**src/rtl/decodor_cezar_stream.sv**
```systemverilog
// Streaming Caesar decoder: valid/ready byte input, runtime key, one decode stage feeding a small output FIFO.
// Optional accepted-letter counter (letter_cnt port) is enabled by defining CEZAR_DEC_CNT_EN.
module decodor_cezar_stream #(
    parameter int SHIFT = 3,
    parameter int DEPTH = 4
) (
    input  logic        clk,
    input  logic        rst_n,
    input  logic [7:0]  in_data,
    input  logic        in_valid,
    output logic        in_ready,
    input  logic [4:0]  key_in,
    input  logic        key_load,
    output logic        key_err,
    output logic [7:0]  out_data,
    output logic        out_valid,
    input  logic        out_ready
`ifdef CEZAR_DEC_CNT_EN
    ,
    output logic [15:0] letter_cnt
`endif
);

    localparam int AW = $clog2(DEPTH);
    localparam logic [4:0]    KEY_RST = 5'(SHIFT);
    localparam logic [AW+1:0] DEPTH_W = (AW + 2)'(DEPTH);

    logic [4:0]  key_reg;
    logic        key_err_reg;
    logic        stage_valid_reg;
    logic [7:0]  stage_data_reg;
    logic [7:0]  mem [DEPTH];
    logic [AW:0] wr_ptr_reg;
    logic [AW:0] rd_ptr_reg;

    logic [AW:0]   fifo_count;
    logic [AW+1:0] occupancy;
    logic          fifo_empty;
    logic          push;
    logic          pop;
    logic          accept;
    logic          key_ok;

    function automatic logic is_lower(input logic [7:0] c);
        return (c >= 8'h61) && (c <= 8'h7a);
    endfunction

    function automatic logic is_upper(input logic [7:0] c);
        return (c >= 8'h41) && (c <= 8'h5a);
    endfunction

    // Subtract the key modulo 26 without a divider: lift the offset by 26 when it would go negative.
    function automatic logic [7:0] decode(input logic [7:0] c, input logic [4:0] k);
        logic [7:0] base;
        logic [5:0] off;
        logic [5:0] kk;
        base = is_lower(c) ? 8'h61 : 8'h41;
        off  = 6'(c - base);
        kk   = {1'b0, k};
        if (off < kk) begin
            off = off + 6'd26;
        end
        off = off - kk;
        if (is_lower(c) || is_upper(c)) begin
            return base + {2'b00, off};
        end
        return c;
    endfunction

    assign fifo_count = wr_ptr_reg - rd_ptr_reg;
    assign fifo_empty = (wr_ptr_reg == rd_ptr_reg);
    assign occupancy  = {1'b0, fifo_count} + (AW + 2)'(stage_valid_reg);
    assign pop        = !fifo_empty && out_ready;
    assign push       = stage_valid_reg;

    // The stage always drains into the FIFO next edge, so counting it here guarantees room for that push.
    assign in_ready   = (occupancy < DEPTH_W) || pop;
    assign accept     = in_valid && in_ready;
    assign key_ok     = (key_in <= 5'd25);

    assign out_valid  = !fifo_empty;
    assign out_data   = fifo_empty ? 8'h00 : mem[rd_ptr_reg[AW-1:0]];
    assign key_err    = key_err_reg;

    always_ff @(posedge clk or negedge rst_n) begin
        if (!rst_n) begin
            key_reg     <= KEY_RST;
            key_err_reg <= 1'b0;
        end else begin
            key_err_reg <= key_load && !key_ok;
            if (key_load && key_ok) begin
                key_reg <= key_in;
            end
        end
    end

    // A byte accepted on a key-load edge still sees the old key_reg value here.
    always_ff @(posedge clk or negedge rst_n) begin
        if (!rst_n) begin
            stage_valid_reg <= 1'b0;
            stage_data_reg  <= 8'h00;
        end else begin
            stage_valid_reg <= accept;
            if (accept) begin
                stage_data_reg <= decode(in_data, key_reg);
            end
        end
    end

    always_ff @(posedge clk or negedge rst_n) begin
        if (!rst_n) begin
            wr_ptr_reg <= '0;
            rd_ptr_reg <= '0;
        end else begin
            if (push) begin
                wr_ptr_reg <= wr_ptr_reg + 1'b1;
            end
            if (pop) begin
                rd_ptr_reg <= rd_ptr_reg + 1'b1;
            end
        end
    end

    always_ff @(posedge clk) begin
        if (push) begin
            mem[wr_ptr_reg[AW-1:0]] <= stage_data_reg;
        end
    end

`ifdef CEZAR_DEC_CNT_EN
    logic [15:0] letter_cnt_reg;

    always_ff @(posedge clk or negedge rst_n) begin
        if (!rst_n) begin
            letter_cnt_reg <= 16'h0000;
        end else if (accept && (is_lower(in_data) || is_upper(in_data))
                     && (letter_cnt_reg != 16'hFFFF)) begin
            letter_cnt_reg <= letter_cnt_reg + 16'd1;
        end
    end

    assign letter_cnt = letter_cnt_reg;
`endif

endmodule

```
**config.mk**
```make
export PLATFORM = sky130hd
export DESIGN_NAME = decodor_cezar_stream
export DESIGN_NICKNAME = d
export VERILOG_FILES = /design/src/rtl/decodor_cezar_stream.sv
export SDC_FILE = /design/constraint.sdc
export NUM_CORES = 1
export LEC_CHECK = 0
export ABC_AREA = 1
export CORE_MARGIN = 2
export CORE_UTILIZATION = 45
export CTS_BUF_LIST = sky130_fd_sc_hd__clkbuf_16
export CTS_CLUSTER_SIZE = 8
export DETAILED_ROUTE_END_ITERATION = 6
export PLACE_DENSITY_LB_ADDON = 0.2
export SLEW_MARGIN = 20
export SYNTH_ARGS = -nofsm -noshare
export SYNTH_HDL_FRONTEND = slang
export SYNTH_SLANG_ARGS = --single-unit
```
**constraint.sdc**
```tcl
create_clock -name clk -period 3.5 [get_ports clk]
set_clock_uncertainty 0.05 [all_clocks]
set_input_delay 0.525 -clock clk [delete_from_list [all_inputs] [get_ports clk]]
set_output_delay 0.525 -clock clk [all_outputs]
set_load 0.1 [all_outputs]
```
; After elaboration in Yosys (flattened, before gate mapping)
; Memories as Yosys holds them, arrays and structs flattened.
; Index checks and enable logic that the tools add are counted.
[totals]
mem_count = 1
in_bits = 18
reg_bits = 21
ram_bits = 32
[op_classes]
n_addsub = 8
muxes = 10
eq_ne = 1
n_reduce_logical = 10
order_cmp = 7
[memory_table]
columns = name, words, word_bits, rd, rd_clocked_by_memory_dff, write_ports, line
row1 = mem, 4, 8, 1, 0, 1, 32  ; logic [7:0] mem [DEPTH];
[op_table]
columns = operator, n
row1 = $mux W8, 3
row2 = $mux W6, 3
row3 = $ge A8 B7 Y1 const B, 2
row4 = $le A8 B7 Y1 const B, 2
row5 = $add A7 B6 Y8, 1
row6 = $add A3 B1 Y3 const B, 2
row7 = $add A6 B5 Y6 const B, 1
row8 = $logic_and A1 B1 Y1, 6
row9 = $lt A6 B5 Y1, 1
row10 = $sub A6 B5 Y6, 1
row11 = $sub A6 B6 Y6, 1
row12 = $le A5 B5 Y1 const B, 1
row13 = $add A3 B1 Y4, 1
row14 = $lt A4 B3 Y1 const B, 1
row15 = $mux W1, 4
row16 = $eq A3 B3 Y1, 1
row17 = $sub A3 B3 Y3, 1
row18 = $logic_not A1 Y1, 2
row19 = $logic_or A1 B1 Y1, 2

; Logic depth before layout (Yosys ltp)
[depth]
depth_word = 11
depth_mapped = 32

; Worst setup path after synthesis
; OpenSTA, ideal clock, no wires.
[synth_path]
kind = register -> output
startpoint = reg rd_ptr_reg[1]
endpoint = out out_data[0]
arrival_ns = 3.688
path_stages_with_launch = 7
path_buffers = 1
setup_slack_ns = -0.763
path_cell_list = dfrtp_1 clkbuf_1 inv_2 ha_1 nand4_1 inv_1 a21oi_1
[synth_via]
elab_chain_cells = 2
[synth_rtl]
columns = item, line
row1 = start: declaration, 34  ; logic [AW:0] rd_ptr_reg;
row2 = start signal: assignment, 119  ; rd_ptr_reg <= rd_ptr_reg + 1'b1;
row3 = $mem_v2 Z4 W8 or $eq A3 B3 Y1 (tied branches), -
row4 = $mux W8 (*), 82  ; assign out_data = fifo_empty ? 8'h00 : mem[rd_ptr_reg[AW-1:0]];
row5 = end: declaration, 15  ; output logic [7:0] out_data,
; Mark *: on every way between the ends. The rest lies on a longest branch, timed or not.

; Worst setup path in the final report
[layout_path]
startpoint = in in_data[4]
endpoint = reg stage_data_reg[5]
[layout_via]
elab_chain_cells = 11
[layout_rtl]
columns = item, line
row1 = start: declaration, 9  ; input logic [7:0] in_data,
row2 = $ge A8 B7 Y1 or $le A8 B7 Y1 (tied branches), 45  ; return (c >= 8'h61) && (c <= 8'h7a);
row3 = $logic_and A1 B1 Y1, 45
row4 = $mux W6, 57  ; base = is_lower(c) ? 8'h61 : 8'h41;
row5 = $sub A6 B6 Y6, 58  ; off = 6'(c - base);
row6 = $add A6 B5 Y6 or $lt A6 B5 Y1 (tied branches), "61, 60"
row7 = $mux W6, 60  ; if (off < kk) begin
row8 = $mux W6, 104  ; if (accept) begin
row9 = $sub A6 B5 Y6, 63  ; off = off - kk;
row10 = $add A7 B6 Y8, 65  ; return base + {2'b00, off};
row11 = $mux W8, 64  ; if (is_lower(c) || is_upper(c)) begin
row12 = $mux W8 (*), 67  ; return c;
row13 = end signal: assignment, 105  ; stage_data_reg <= decode(in_data, key_reg);
row14 = end: declaration, 31  ; logic [7:0] stage_data_reg;
; Mark *: on every way between the ends. The rest lies on a longest branch, timed or not. The select of a mux whose other input is x is not followed.
; A chain may end at the register's enable or synchronous reset.

==> run_results.csv <==
group,metric,value,unit
worst_setup_path,critical-path-top-delay-family,"simple AND/OR/NAND/NOR gates",
layout,post_route_cells_drive_above_1_share,34.9,%
worst_setup_path,worst_path_max_delay_cell,"clkdlybuf4s50_1",
routing,drt.antenna.violating_nets,0,
synth,synth-seq-area-share,48.7,%
global_route,gr-usage-met1,22.9,%
global_route,globalRouteOverflowTotal,0,
routing,drt-total-wl,6.78,mm
synth,yosysWarnings,0,
synth,synthesis.nets,389,
worst_setup_path,critPathMaxStageDelay,0.46,ns
worst_setup_path,cp-end-kind,"register",
layout,flow.area_growth_from_synthesis,44.5,%
clock_tree,tritoncts.num_buffers,5,
layout,finalInstanceArea,4420,um^2
pwr,irDropWorstVdd,0.376,mV
placement,port_buffers,28,
hold_path,min_delay_path_class,"in2async",
global_route,globalRouteMet3Util,2.76,%
global_route,grt_max_degree,22,
global_route,layer_with_the_highest_usage_after_global_routing,"met2",
outcome,outcome,"finished clean",
sta,min_period_over_period,99.4,%
global_route,first_global_vias,2516,
pwr,power_density,966,nW/um^2
clock_tree,clock_tree.root_cell,"clkbuf_16",
global_route,global_route.usage.met2,35.8,%
clock_tree,cts.sinks,53,
sta,slew_headroom,35.7,%
worst_setup_path,timing.critical_path.buf_inv,7,
sta,timing.final.max_slew_violations,0,
die,dieWidth,86.5,um
die,initial_core_util,45.8,%
clock_tree,worstSkewPairLatency,0.28,ns
placement,placedCellCount,488,
sta,fmaxAchievable,0.288,GHz
global_route,global_route.usage.total,19.4,%
global_route,global_route_wire_length_before_repair,11.4,mm
worst_setup_path,worstSetupStartpointType,"input pin",
sta,period_needed,3.48,ns
synth,syn_area_per_cell,8.82,um^2
sta,rsz_0062_raised_after_global_routing,"true",
layout,layout.cells.non_filler,515,
placement,place_ws,-0.677,ns
clock_tree,htreeDepth,2,
synth,number_of_different_library_cells_in_the_post_synthesis_netlist,32,
routing,detail_route.first_pass.iterations,4,
sta,finalSetupViolCount,0,
clock_tree,clkSlewWorstSetupHoldPaths,0.06,ns
synth,mapped_area,3060,um^2
layout,layout.cells.most_common_list,"buf_4, nand2_1, nor2_1",
clock_tree,cts_tree,"done",
die,row_count,30,
layout,finalNetCount,476,
global_route,antenna_found_initial,0,
routing,drc_errors,0,
placement,global_placement_routability_congestion,0.794,
layout,largest_reg_flops,32,
sta,hold_violations,0,
routing,routed_wire_length_per_instance,13.2,um
synth,postSynthCellCount,347,
layout,most_frequent_standard_cell_in_the_layout_excluding_fill_and_tap_cells,"buf_4",
worst_setup_path,critical_path_s_most_frequent_cell,"nand2_1",
clock_tree,clock_path_buffers,2,
worst_setup_path,setup.worst_path.class,"in2reg",
die,io_pins,29,
sta,worst_slew_pin_slew,0.961,ns
placement,dp.final_hpwl,4.91,mm
placement,place_area,4000,um^2
routing,vias_per_cell,4.95,
run,maxCapViolCount,0,
routing,detailroute.via_count,2547,
die,die-height,86.5,um
worst_setup_path,critical_path_required,3.63,ns
clock_tree,ctsHoldBuffers,0,
routing,initialDrtViolationCount,67,
sta,finalWorstSetupSlack,0.0222,ns
worst_setup_path,worstPathArrival,3.60,ns
pwr,total_power,4.27,mW
synth,ys_ff_latch,53,
die,core,6680,um^2
die,design.die.area,7470,um^2
worst_setup_path,worstPathMaxFanout,4,
pwr,total_leakage_power,1.94,nW
layout,antenna_cells,0,
[worst paths after layout]
kind	startpoint	depth (start not counted)	end	slack (ns)
max reg2reg	key_reg[1]	27	stage_data_reg[5]	0.08
max in group asynchronous	rst_n	1	key_reg[0]	2.90
min in group clk	stage_data_reg[5]	0	mem[3][5]	0.48
min	rst_n	1	key_reg[3]	0.15
max	in_data[4]	28	stage_data_reg[5]	0.02
min reg2reg	stage_data_reg[5]	0	mem[3][5]	0.48
[routing by layer]
| layer | vias to the layer above | wire length [um] |
|---|---|---|
| met3 | 19 | 171 |
| met2 | 47 | 3580 |
| li1 | 1307 | - |
| met5 | - | 0 |
| met4 | 0 | 199 |
| met1 | 1174 | 2830 |
[area by class of cell]
type / count / area, um^2
Timing Repair Buffer: 86 / 779
Clock inverter: 3 / 15.0
Inverter: 48 / 198
Tap cell: 80 / 100
Multi-Input combinational cell: 240 / 1710
Clock buffer: 5 / 125
Sequential cell: 53 / 1490
Fill cell: 549 / 2260
[Yosys cell counts, drive strengths merged]
library cell | count | area [um^2]
nand2 | 67 | 269
nor2 | 56 | 215
inv | 47 | 176
edfxtp | 32 | 961
a21oi | 26 | 134
ha | 22 | 275
o21ai | 22 | 114
nand3 | 21 | 110
dfrtp | 19 | 475
xor2 | 9 | 86.3
clkbuf | 5 | 18.8
nand4 | 4 | 25.0
xnor2 | 4 | 35.0
dfstp | 2 | 52.6
fa | 2 | 40.0
o211ai | 2 | 15.0
a211oi | 1 | 7.51
buf | 1 | 11.3
clkinv | 1 | 3.75
mux2 | 1 | 11.3
nand3b | 1 | 7.51
o221ai | 1 | 8.76
or2 | 1 | 6.26
[report_power, final]
group	internal, mW	switching (mW)	total (mW)
combinational	0.970	1.79	2.76
sequential	0.915	0.145	1.06
clock	0.260	0.194	0.454
[cell families after synthesis]
logic type               count (synthesis)  synth area share (%)
flip-flops                              53                  48.7
XOR/XNOR                                13                  3.97
buffers and inverters                   54                  6.87
AO/OA/AOI/OAI                           52                  9.12
multiplexers                             1                 0.368
AND/OR/NAND/NOR                        150                  20.7
adder cells (fa/ha/maj)                 24                  10.3
[metrics by stage]
stage	utilization, %	hold slack (ns)	TNS, ns
global placement	59.9	0.453	-3.41
finish	66.1	0.149	0
detailed placement	59.9	0.456	-3.89
floorplan	-	0.179	-0.565
CTS	64.1	0.472	0
global route	66.1	0.181	-0.480
[repair_timing]
action	4_1_cts	5_1_grt
endpoints found under the hold margin	0	0
pin swaps	10	25
resized for setup	17	33
gates cloned	0	0
endpoints found under the setup margin	6	6
setup buffers	15	4
(Power assumes the default switching activity.)
